==> config.mk <==
export PLATFORM = sky130hd
export DESIGN_NAME = frame_stream_gen
export DESIGN_NICKNAME = d
export VERILOG_FILES = /design/src/rtl/frame_stream_gen.sv
export SDC_FILE = /design/constraint.sdc
export NUM_CORES = 1
export LEC_CHECK = 0
export CORE_MARGIN = 5
export CORE_UTILIZATION = 30
export CTS_CLUSTER_SIZE = 14
export DETAILED_ROUTE_END_ITERATION = 12
export GPL_TIMING_DRIVEN = 0
export PLACE_DENSITY = 0.46
export SYNTH_ARGS = -nofsm -noshare
export SYNTH_HDL_FRONTEND = slang
export SYNTH_SLANG_ARGS = --single-unit
==> constraint.sdc <==
create_clock -name clk -period 7.5 [get_ports clk]
set_input_delay 1.5 -clock clk [delete_from_list [all_inputs] [get_ports clk]]
set_output_delay 1.5 -clock clk [all_outputs]
set_load 0.05 [all_outputs]
==> src/rtl/frame_stream_gen.sv <==
// Synthetic camera-style frame source: VSYNC, HREF and RGB444 pixels with a
// ground-truth orange flag and a per-frame orange pixel count.
//
// state | meaning
// IDLE  | waiting for start
// VS    | VSYNC high for VSYNC_LEN cycles, pattern/box latched on entry
// VB    | vertical blank, V_BLANK cycles
// LINE  | HREF high, x counts 0..H_ACTIVE-1
// HB    | horizontal blank, H_BLANK cycles, then next line or frame end
module frame_stream_gen #(
  parameter int H_ACTIVE  = 320,
  parameter int V_ACTIVE  = 240,
  parameter int H_BLANK   = 16,
  parameter int VSYNC_LEN = 8,
  parameter int V_BLANK   = 32
) (
  input  logic        clk,
  input  logic        rst_n,
  input  logic        start,
  input  logic        continuous,
  input  logic [1:0]  pattern,
  input  logic [8:0]  box_x0,
  input  logic [8:0]  box_x1,
  input  logic [7:0]  box_y0,
  input  logic [7:0]  box_y1,
  output logic [3:0]  red,
  output logic [3:0]  green,
  output logic [3:0]  blue,
  output logic        HREF,
  output logic        VSYNC,
  output logic        is_orange,
  output logic [8:0]  x,
  output logic [7:0]  y,
  output logic        busy,
  output logic        frame_done,
  output logic [17:0] orange_total
);

  typedef enum logic [2:0] {IDLE, VS, VB, LINE, HB} state_t;

  localparam logic [8:0]  X_LAST  = 9'(H_ACTIVE - 1);
  localparam logic [7:0]  Y_LAST  = 8'(V_ACTIVE - 1);
  localparam logic [15:0] VS_LOAD = 16'(VSYNC_LEN - 1);
  localparam logic [15:0] VB_LOAD = 16'(V_BLANK - 1);
  localparam logic [15:0] HB_LOAD = 16'(H_BLANK - 1);
  // Band edges used by the downstream classifier.
  localparam logic [8:0]  STRIPE_L = 9'd100;
  localparam logic [8:0]  STRIPE_R = 9'd295;

  state_t      state, state_n;
  logic [15:0] tmr, tmr_n;
  logic [8:0]  x_n;
  logic [7:0]  y_n;
  logic        enter_vs;
  logic        orange_n;
  logic        in_box;
  logic [1:0]  pat_q;
  logic [8:0]  bx0_q, bx1_q;
  logic [7:0]  by0_q, by1_q;
  logic [17:0] orange_cnt;

  assign HREF     = (state == LINE);
  assign VSYNC    = (state == VS);
  assign busy     = (state != IDLE);
  assign enter_vs = (state_n == VS) && (state != VS);

  // Next-state, timer and pixel-position logic; frame_done marks the last HB cycle.
  always_comb begin
    state_n    = state;
    tmr_n      = tmr;
    x_n        = x;
    y_n        = y;
    frame_done = 1'b0;
    if (tmr != 16'd0) tmr_n = tmr - 16'd1;
    case (state)
      IDLE: begin
        if (start) begin
          state_n = VS;
          tmr_n   = VS_LOAD;
        end
      end
      VS: begin
        if (tmr == 16'd0) begin
          state_n = VB;
          tmr_n   = VB_LOAD;
        end
      end
      VB: begin
        if (tmr == 16'd0) begin
          state_n = LINE;
          x_n     = 9'd0;
          y_n     = 8'd0;
        end
      end
      LINE: begin
        if (x == X_LAST) begin
          state_n = HB;
          tmr_n   = HB_LOAD;
          x_n     = 9'd0;
        end else begin
          x_n = x + 9'd1;
        end
      end
      HB: begin
        if (tmr == 16'd0) begin
          if (y == Y_LAST) begin
            frame_done = 1'b1;
            y_n        = 8'd0;
            if (continuous) begin
              state_n = VS;
              tmr_n   = VS_LOAD;
            end else begin
              state_n = IDLE;
            end
          end else begin
            state_n = LINE;
            y_n     = y + 8'd1;
          end
        end
      end
      default: state_n = IDLE;
    endcase
  end

  // Orange decision for the pixel that will be presented next cycle.
  always_comb begin
    in_box   = (x_n >= bx0_q) && (x_n <= bx1_q) && (y_n >= by0_q) && (y_n <= by1_q);
    orange_n = 1'b0;
    case (pat_q)
      2'd0:    orange_n = 1'b1;
      2'd1:    orange_n = in_box;
      2'd2:    orange_n = 1'b0;
      default: orange_n = (x_n < STRIPE_L) || (x_n >= STRIPE_R);
    endcase
  end

  // State, timer and position registers.
  always_ff @(posedge clk) begin
    if (!rst_n) begin
      state <= IDLE;
      tmr   <= 16'd0;
      x     <= 9'd0;
      y     <= 8'd0;
    end else begin
      state <= state_n;
      tmr   <= tmr_n;
      x     <= x_n;
      y     <= y_n;
    end
  end

  // Frame configuration is frozen at VS entry so mid-frame edits cannot tear the image.
  always_ff @(posedge clk) begin
    if (!rst_n) begin
      pat_q <= 2'd0;
      bx0_q <= 9'd0;
      bx1_q <= 9'd0;
      by0_q <= 8'd0;
      by1_q <= 8'd0;
    end else if (enter_vs) begin
      pat_q <= pattern;
      bx0_q <= box_x0;
      bx1_q <= box_x1;
      by0_q <= box_y0;
      by1_q <= box_y1;
    end
  end

  // Registered pixel; non-orange active pixels use a dark grey black level.
  always_ff @(posedge clk) begin
    if (!rst_n) begin
      red       <= 4'h0;
      green     <= 4'h0;
      blue      <= 4'h0;
      is_orange <= 1'b0;
    end else if (state_n == LINE) begin
      is_orange <= orange_n;
      red       <= orange_n ? 4'hF : 4'h2;
      green     <= orange_n ? 4'h8 : 4'h2;
      blue      <= orange_n ? 4'h0 : 4'h2;
    end else begin
      red       <= 4'h0;
      green     <= 4'h0;
      blue      <= 4'h0;
      is_orange <= 1'b0;
    end
  end

  // Saturating orange counter, cleared at VS entry and published at frame end.
  always_ff @(posedge clk) begin
    if (!rst_n) begin
      orange_cnt   <= 18'd0;
      orange_total <= 18'd0;
    end else begin
      if (enter_vs) orange_cnt <= 18'd0;
      else if (is_orange && (orange_cnt != 18'h3FFFF)) orange_cnt <= orange_cnt + 18'd1;
      if (frame_done) orange_total <= orange_cnt;
    end
  end

endmodule

==> results of run 1 <==
## worst paths after layout
kind / endpoint / depth (start not counted) / startpoint / slack [ns]
max: frame_done / 11 / tmr[0] / 2.31
min: bx1_q[3] / 2 / bx1_q[3] / 0.45
max reg2reg: red[2] / 14 / tmr[0] / 3.12
min reg2reg: bx1_q[3] / 2 / bx1_q[3] / 0.45
## metrics by stage
stage	util	hold WS (ns)
finish	0.379	0.454
global route	0.379	0.476
CTS	0.379	0.458
detailed placement	0.364	0.447
global placement	0.364	0.445
floorplan	-	0.435
## cell usage in the layout (no fill, tap or decap), types with 5 or more instances in the layout
cell type / count
a211o_1: 6
a21boi_0: 25
a21boi_1: 29
a21o_1: 6
a21oi_1: 29
a31oi_1: 7
and2_1: 20
and3_1: 6
and4_1: 6
buf_2: 6
buf_4: 13
clkbuf_1: 18
clkbuf_16: 9
clkdlybuf4s50_1: 85
conb_1: 5
dfxtp_1: 111
ha_1: 39
inv_1: 47
nand2_1: 146
nand2b_1: 5
nand3_1: 19
nand4_1: 11
nor2_1: 56
nor2b_1: 11
nor3_1: 13
o211ai_1: 6
o21ai_0: 25
xnor2_1: 15
xor2_1: 15
## worst min-delay path, delay by kind of cell, from the launching register on
kind / cells / cell delay [ns]
flip-flops: 1 / 0.31
AND/OR/NAND/NOR: 1 / 0.05
AO/OA/AOI/OAI: 1 / 0.05
## layout make-up
type | instances | area (µm²)
fillers | 2154 | 12600
clock inverters | 7 | 81.3
plain buffers | 41 | 233
multi-input cells | 570 | 3540
inverters | 49 | 184
repair buffers | 85 | 851
well taps | 270 | 338
clock buffers | 9 | 225
flip-flops and latches | 111 | 2220
## layer usage
metal,up-vias,share of wire,GRT usage
li1,2821,-,-
met1,2409,0.52,0.199
met2,76,0.44,0.225
met3,14,0.035,0.0314
met4,0,0.012,0.0336
met5,-,0,0
## flip-flops by register name (all words and copies together) (netlist names)
register      count
state             3
tmr              16
y                 8
by1_q             8
bx1_q             9
green             1
bx0_q             9
red               2
orange_cnt       18
by0_q             8
x                 9
orange_total     18
pat_q             2
## logic make-up (layout without fill, tap and decap cells)
logic type               count (synthesis)  count (layout)  share of synthesized area
AO/OA/AOI/OAI                          169             169                      0.192
XOR/XNOR                                30              30                     0.0426
adder cells (fa/ha/maj)                 39              39                     0.0792
buffers and inverters                   90             191                     0.0676
flip-flops                             111             111                      0.361
multiplexers                             1               1                    0.00162
other                                    1               5                   0.000608
AND/OR/NAND/NOR                        326             326                      0.255
## report_power, final
group / leakage [nW] / internal (mW) / switching, mW
clock: 0.149 / 0.264 / 0.244
combinational: 1.84 / 0.311 / 0.471
sequential: 0.901 / 0.656 / 0.0607
total: 2.89 / 1.23 / 0.776
==> flow_metrics.env, run 1 <==
export IMPL_outcome="finished clean"
export IMPL_crit_chain="inv_1, ha_1, nor3b_1, nand4_1, nor2_8, inv_2, nor2_2, nand2_2, inv_2, buf_2, clkdlybuf4s50_1"
export IMPL_areaGrowthSynthToFinish_pct=24.5
export IMPL_drt_total_wl_mm=16.7
export IMPL_drive_above_1_share=0.0677
export IMPL_ys_seq_area_frac=0.361
export IMPL_yosysMostFrequentCell="nand2_1"
export IMPL_grt_use_total=0.142
export IMPL_initial_core_util=0.305
export IMPL_dr_pass1_iters=4
export IMPL_grt_max_degree=20
export IMPL_die_w_um=153
export IMPL_synth_common_cells="nand2_1, dfxtp_1, nor2_1, inv_1, ha_1"
export IMPL_post_dp_cell_area_um2=7370
export IMPL_drv_slew=0
export IMPL_worst_path_buf_inv=5
export IMPL_synth_top_area_frac=0.361
export IMPL_max_stage_delay_ns=0.84
export IMPL_setup_viol=0
export IMPL_io_buffers=85
export IMPL_cts_tree="done"
export IMPL_cp_arrival_ns=3.69
export IMPL_die_area_um2=23500
export IMPL_cp_end_kind="output port"
export IMPL_path_max_fanout=10
export IMPL_relSlewSlack=0.144
export IMPL_cts_max_path_buffers=2
export IMPL_required_ns=6.00
export IMPL_crit_type="reg -> out"
export IMPL_die_y_um=153
export IMPL_path_clk_slew_ns=0.08
export IMPL_ctsHoldBuffers=0
export IMPL_worst_slew_pin_slew_ns=1.27
export IMPL_finClkSkew_ns=0.0105
export IMPL_tns_ns=0
export IMPL_remaining_drc_errors=0
export IMPL_ys_async_sr_fraction=0
export IMPL_synthesis_area_um2=6160
export IMPL_wl_per_cell_um=14.7
export IMPL_dpl_hpwl_mm=12.7
export IMPL_final_nets=946
export IMPL_post_cts_buffers=0
export IMPL_yosys_area_top_type="dfxtp_1"
export IMPL_p_total_mw=2.01
export IMPL_cp_common_cell="inv_2"
export IMPL_final_min_clock_period_ns=5.19
export IMPL_ir_drop_mv=0.100
export IMPL_syn_avg_cell_area_um2=8.04
export IMPL_vias_per_cell=4.66
export IMPL_netlist_instances=767
export IMPL_cts_buffers=9
export IMPL_clock_sinks=111
export IMPL_synth_edf_count=0
export IMPL_yosys_top_cells_area="dfxtp_1, nand2_1, ha_1"
export IMPL_fin_area_um2=7670
export IMPL_diodes=0
export IMPL_core_area_um2=20200
export IMPL_htree_levels=3
export IMPL_worst_setup_path_start_kind="flip-flop"
export IMPL_ys_ff_latch=111
export IMPL_ctsResizeCount=0
export IMPL_grt_pass1_wl_mm=27.3
export IMPL_min_period_over_period=0.692
export IMPL_vias=5320
export IMPL_grt_antenna_before_repair=0
export IMPL_drv_cap=0
export IMPL_clockRootBuffer="clkbuf_16"
export IMPL_rsz0062_at_grt="false"
export IMPL_critPathTopFamily="buffers and inverters"
export IMPL_synthFlopType="dfxtp_1"
export IMPL_power_per_cell_area_nw_per_um2=261
export IMPL_power_leakage_nw=2.89
export IMPL_pre_cts_ws_ns=2.69
export IMPL_drt_iter0_markers=202
export IMPL_layout_cells_non_filler=1142
export IMPL_hold_viol_final=0
export IMPL_drtAntennaViolNets=0
export IMPL_yosysWarnings=0
export IMPL_fin_ws_ns=2.31
export IMPL_placed_cells=1126
export IMPL_clk_latency_ns=0.36
export IMPL_netlist_cell_type_count=68
export IMPL_grt_pass1_vias=5194
export IMPL_hold_path_class="reg -> reg"
export IMPL_io_pins=92
export IMPL_rows=52
export IMPL_cpMaxStageDelayCell="clkdlybuf4s50_1"
export IMPL_grt_ovfl_total=0
export IMPL_routabilityCongestion=0.780
export IMPL_max_clock_freq_mhz=193
Note: power is estimated with default switching activity, not from simulation.
==> run 2: changes to the inputs <==
- clock period: 7.5 -> 4.9 ns (I/O delays scaled with it)
==> run 2 against run 1 <==
Final cell count unchanged. Routed wire length about the same. Power up 53%. Worst hold slack about the same. Via count about the same. Core utilization about the same.
==> flow_metrics.env, run 2 (same netlist as run 1, synthesis figures left out) <==
export IMPL_outcome="finished clean"
export IMPL_drt_iter0_markers=180
export IMPL_rsz0062_at_grt="false"
export IMPL_drv_slew=0
export IMPL_htree_levels=3
export IMPL_drt_total_wl_mm=16.7
export IMPL_final_min_clock_period_ns=4.38
export IMPL_cp_end_kind="flip-flop"
export IMPL_worst_slew_pin_slew_ns=1.26
export IMPL_clockRootBuffer="clkbuf_16"
export IMPL_hold_path_class="reg -> reg"
export IMPL_dpl_hpwl_mm=12.7
export IMPL_drv_cap=0
export IMPL_power_leakage_nw=2.91
export IMPL_top_regs="orange_cnt x18, orange_total x18, tmr x16"
export IMPL_grt_pass1_vias=5194
export IMPL_min_period_over_period=0.893
export IMPL_tns_ns=0
export IMPL_finClkSkew_ns=0.0104
export IMPL_remaining_drc_errors=0
export IMPL_crit_chain="inv_1, ha_1, nor3b_1, nand4_1, nor2_8, o311ai_0, ha_1, a21o_1, a31oi_1, o21ai_0, a21o_1, a2111oi_0, o21ai_0, o211a_1"
export IMPL_final_cell_mix="nand2_1, dfxtp_1, clkdlybuf4s50_1"
export IMPL_drive_above_1_share=0.0677
export IMPL_grt_antenna_before_repair=0
export IMPL_power_per_cell_area_nw_per_um2=400
export IMPL_grt_max_degree=20
export IMPL_max_clock_freq_mhz=229
export IMPL_grt_use_total=0.142
export IMPL_wl_per_cell_um=14.7
export IMPL_io_buffers=85
export IMPL_path_max_fanout=9
export IMPL_io_pins=92
export IMPL_cpMaxStageDelayCell="o311ai_0"
export IMPL_dr_pass1_iters=4
export IMPL_post_dp_cell_area_um2=7370
export IMPL_layout_cells_non_filler=1142
export IMPL_post_cts_buffers=0
export IMPL_grt_pass1_wl_mm=27.3
export IMPL_clk_latency_ns=0.36
export IMPL_hold_viol_final=0
export IMPL_drtAntennaViolNets=0
export IMPL_path_clk_slew_ns=0.08
export IMPL_final_common_cell="nand2_1"
export IMPL_ir_drop_mv=0.154
export IMPL_setup_viol=0
export IMPL_worst_path_buf_inv=1
export IMPL_fillers=2155
export IMPL_fin_area_um2=7680
export IMPL_cts_max_path_buffers=2
export IMPL_critPathTopFamily="compound AO/OA/AOI/OAI gates"
export IMPL_crit_type="reg -> reg"
export IMPL_ctsHoldBuffers=0
export IMPL_core_area_um2=20200
export IMPL_relSlewSlack=0.146
export IMPL_grt_ovfl_total=0
export IMPL_vias=5324
export IMPL_die_y_um=153
export IMPL_placed_cells=1126
export IMPL_areaGrowthSynthToFinish_pct=24.5
export IMPL_die_area_um2=23500
export IMPL_diodes=0
export IMPL_vias_per_cell=4.66
export IMPL_cts_tree="done"
export IMPL_required_ns=5.15
export IMPL_routabilityCongestion=0.780
export IMPL_worst_setup_path_start_kind="flip-flop"
export IMPL_cts_buffers=9
export IMPL_initial_core_util=0.305
export IMPL_final_nets=946
export IMPL_rows=52
export IMPL_die_w_um=153
export IMPL_clock_sinks=111
export IMPL_max_stage_delay_ns=1.04
export IMPL_cp_arrival_ns=4.62
-- run 2: timing repair --
| item | CTS | global route |
|---|---|---|
| gates resized for setup | 0 | 1 |
| endpoints found under the setup margin | 0 | 1 |
| endpoints found under the hold margin | 0 | 0 |
-- run 2: through the flow --
stage	hold slack [ns]	total power, mW	worst slack, ns	util
after global placement	0.445	2.33	0.507	0.364
after CTS	0.458	3.12	0.183	0.379
after global routing	0.478	3.29	0.0787	0.379
final	0.454	3.07	0.525	0.379
after detailed placement	0.447	2.32	0.501	0.364
after floorplan	0.435	2.01	1.50	-
-- run 2: routing by layer --
metal	global-route usage	part of all wire	vias to the layer above
li1	-	-	2823
met1	0.199	0.52	2416
met2	0.225	0.44	71
met4	0.0336	0.012	0
met3	0.0314	0.036	14
met5	0	0	-
-- run 2: final timing paths --
path | from | endpoint | slack [ns] | cells after the start
setup / recovery | tmr[0] | red[2] | 0.52 | 14
hold / removal | bx1_q[3] | bx1_q[3] | 0.45 | 2
setup reg to reg | tmr[0] | red[2] | 0.52 | 14
hold reg to reg | bx1_q[3] | bx1_q[3] | 0.45 | 2
-- run 2: cell type report --
class                           count  area, µm²  share of cell area
Multi-Input combinational cell    570       3540               0.461
Clock inverter                      7       81.3              0.0106
Inverter                           49        184              0.0240
Clock buffer                        9        225              0.0293
Sequential cell                   111       2220               0.289
Tap cell                          270        338              0.0440
Buffer                             41        233              0.0303
Timing Repair Buffer               85        853               0.111
-- run 2: power breakdown --
part / internal [mW] / switching (mW)
logic: 0.475 / 0.721
registers: 1.00 / 0.0928
clock network: 0.404 / 0.374
-- run 2: worst reg2reg max path: stages, from the launching register on --
cell and delay (ns):
dfxtp_1 0.36, inv_1 0.07, ha_1 0.22, nor3b_1 0.16, nand4_1 0.31, nor2_8 0.12, o311ai_0 1.04, ha_1 0.42
a21o_1 0.16, a31oi_1 0.14, o21ai_0 0.12, a21o_1 0.19, a2111oi_0 0.51, o21ai_0 0.18, o211a_1 0.25
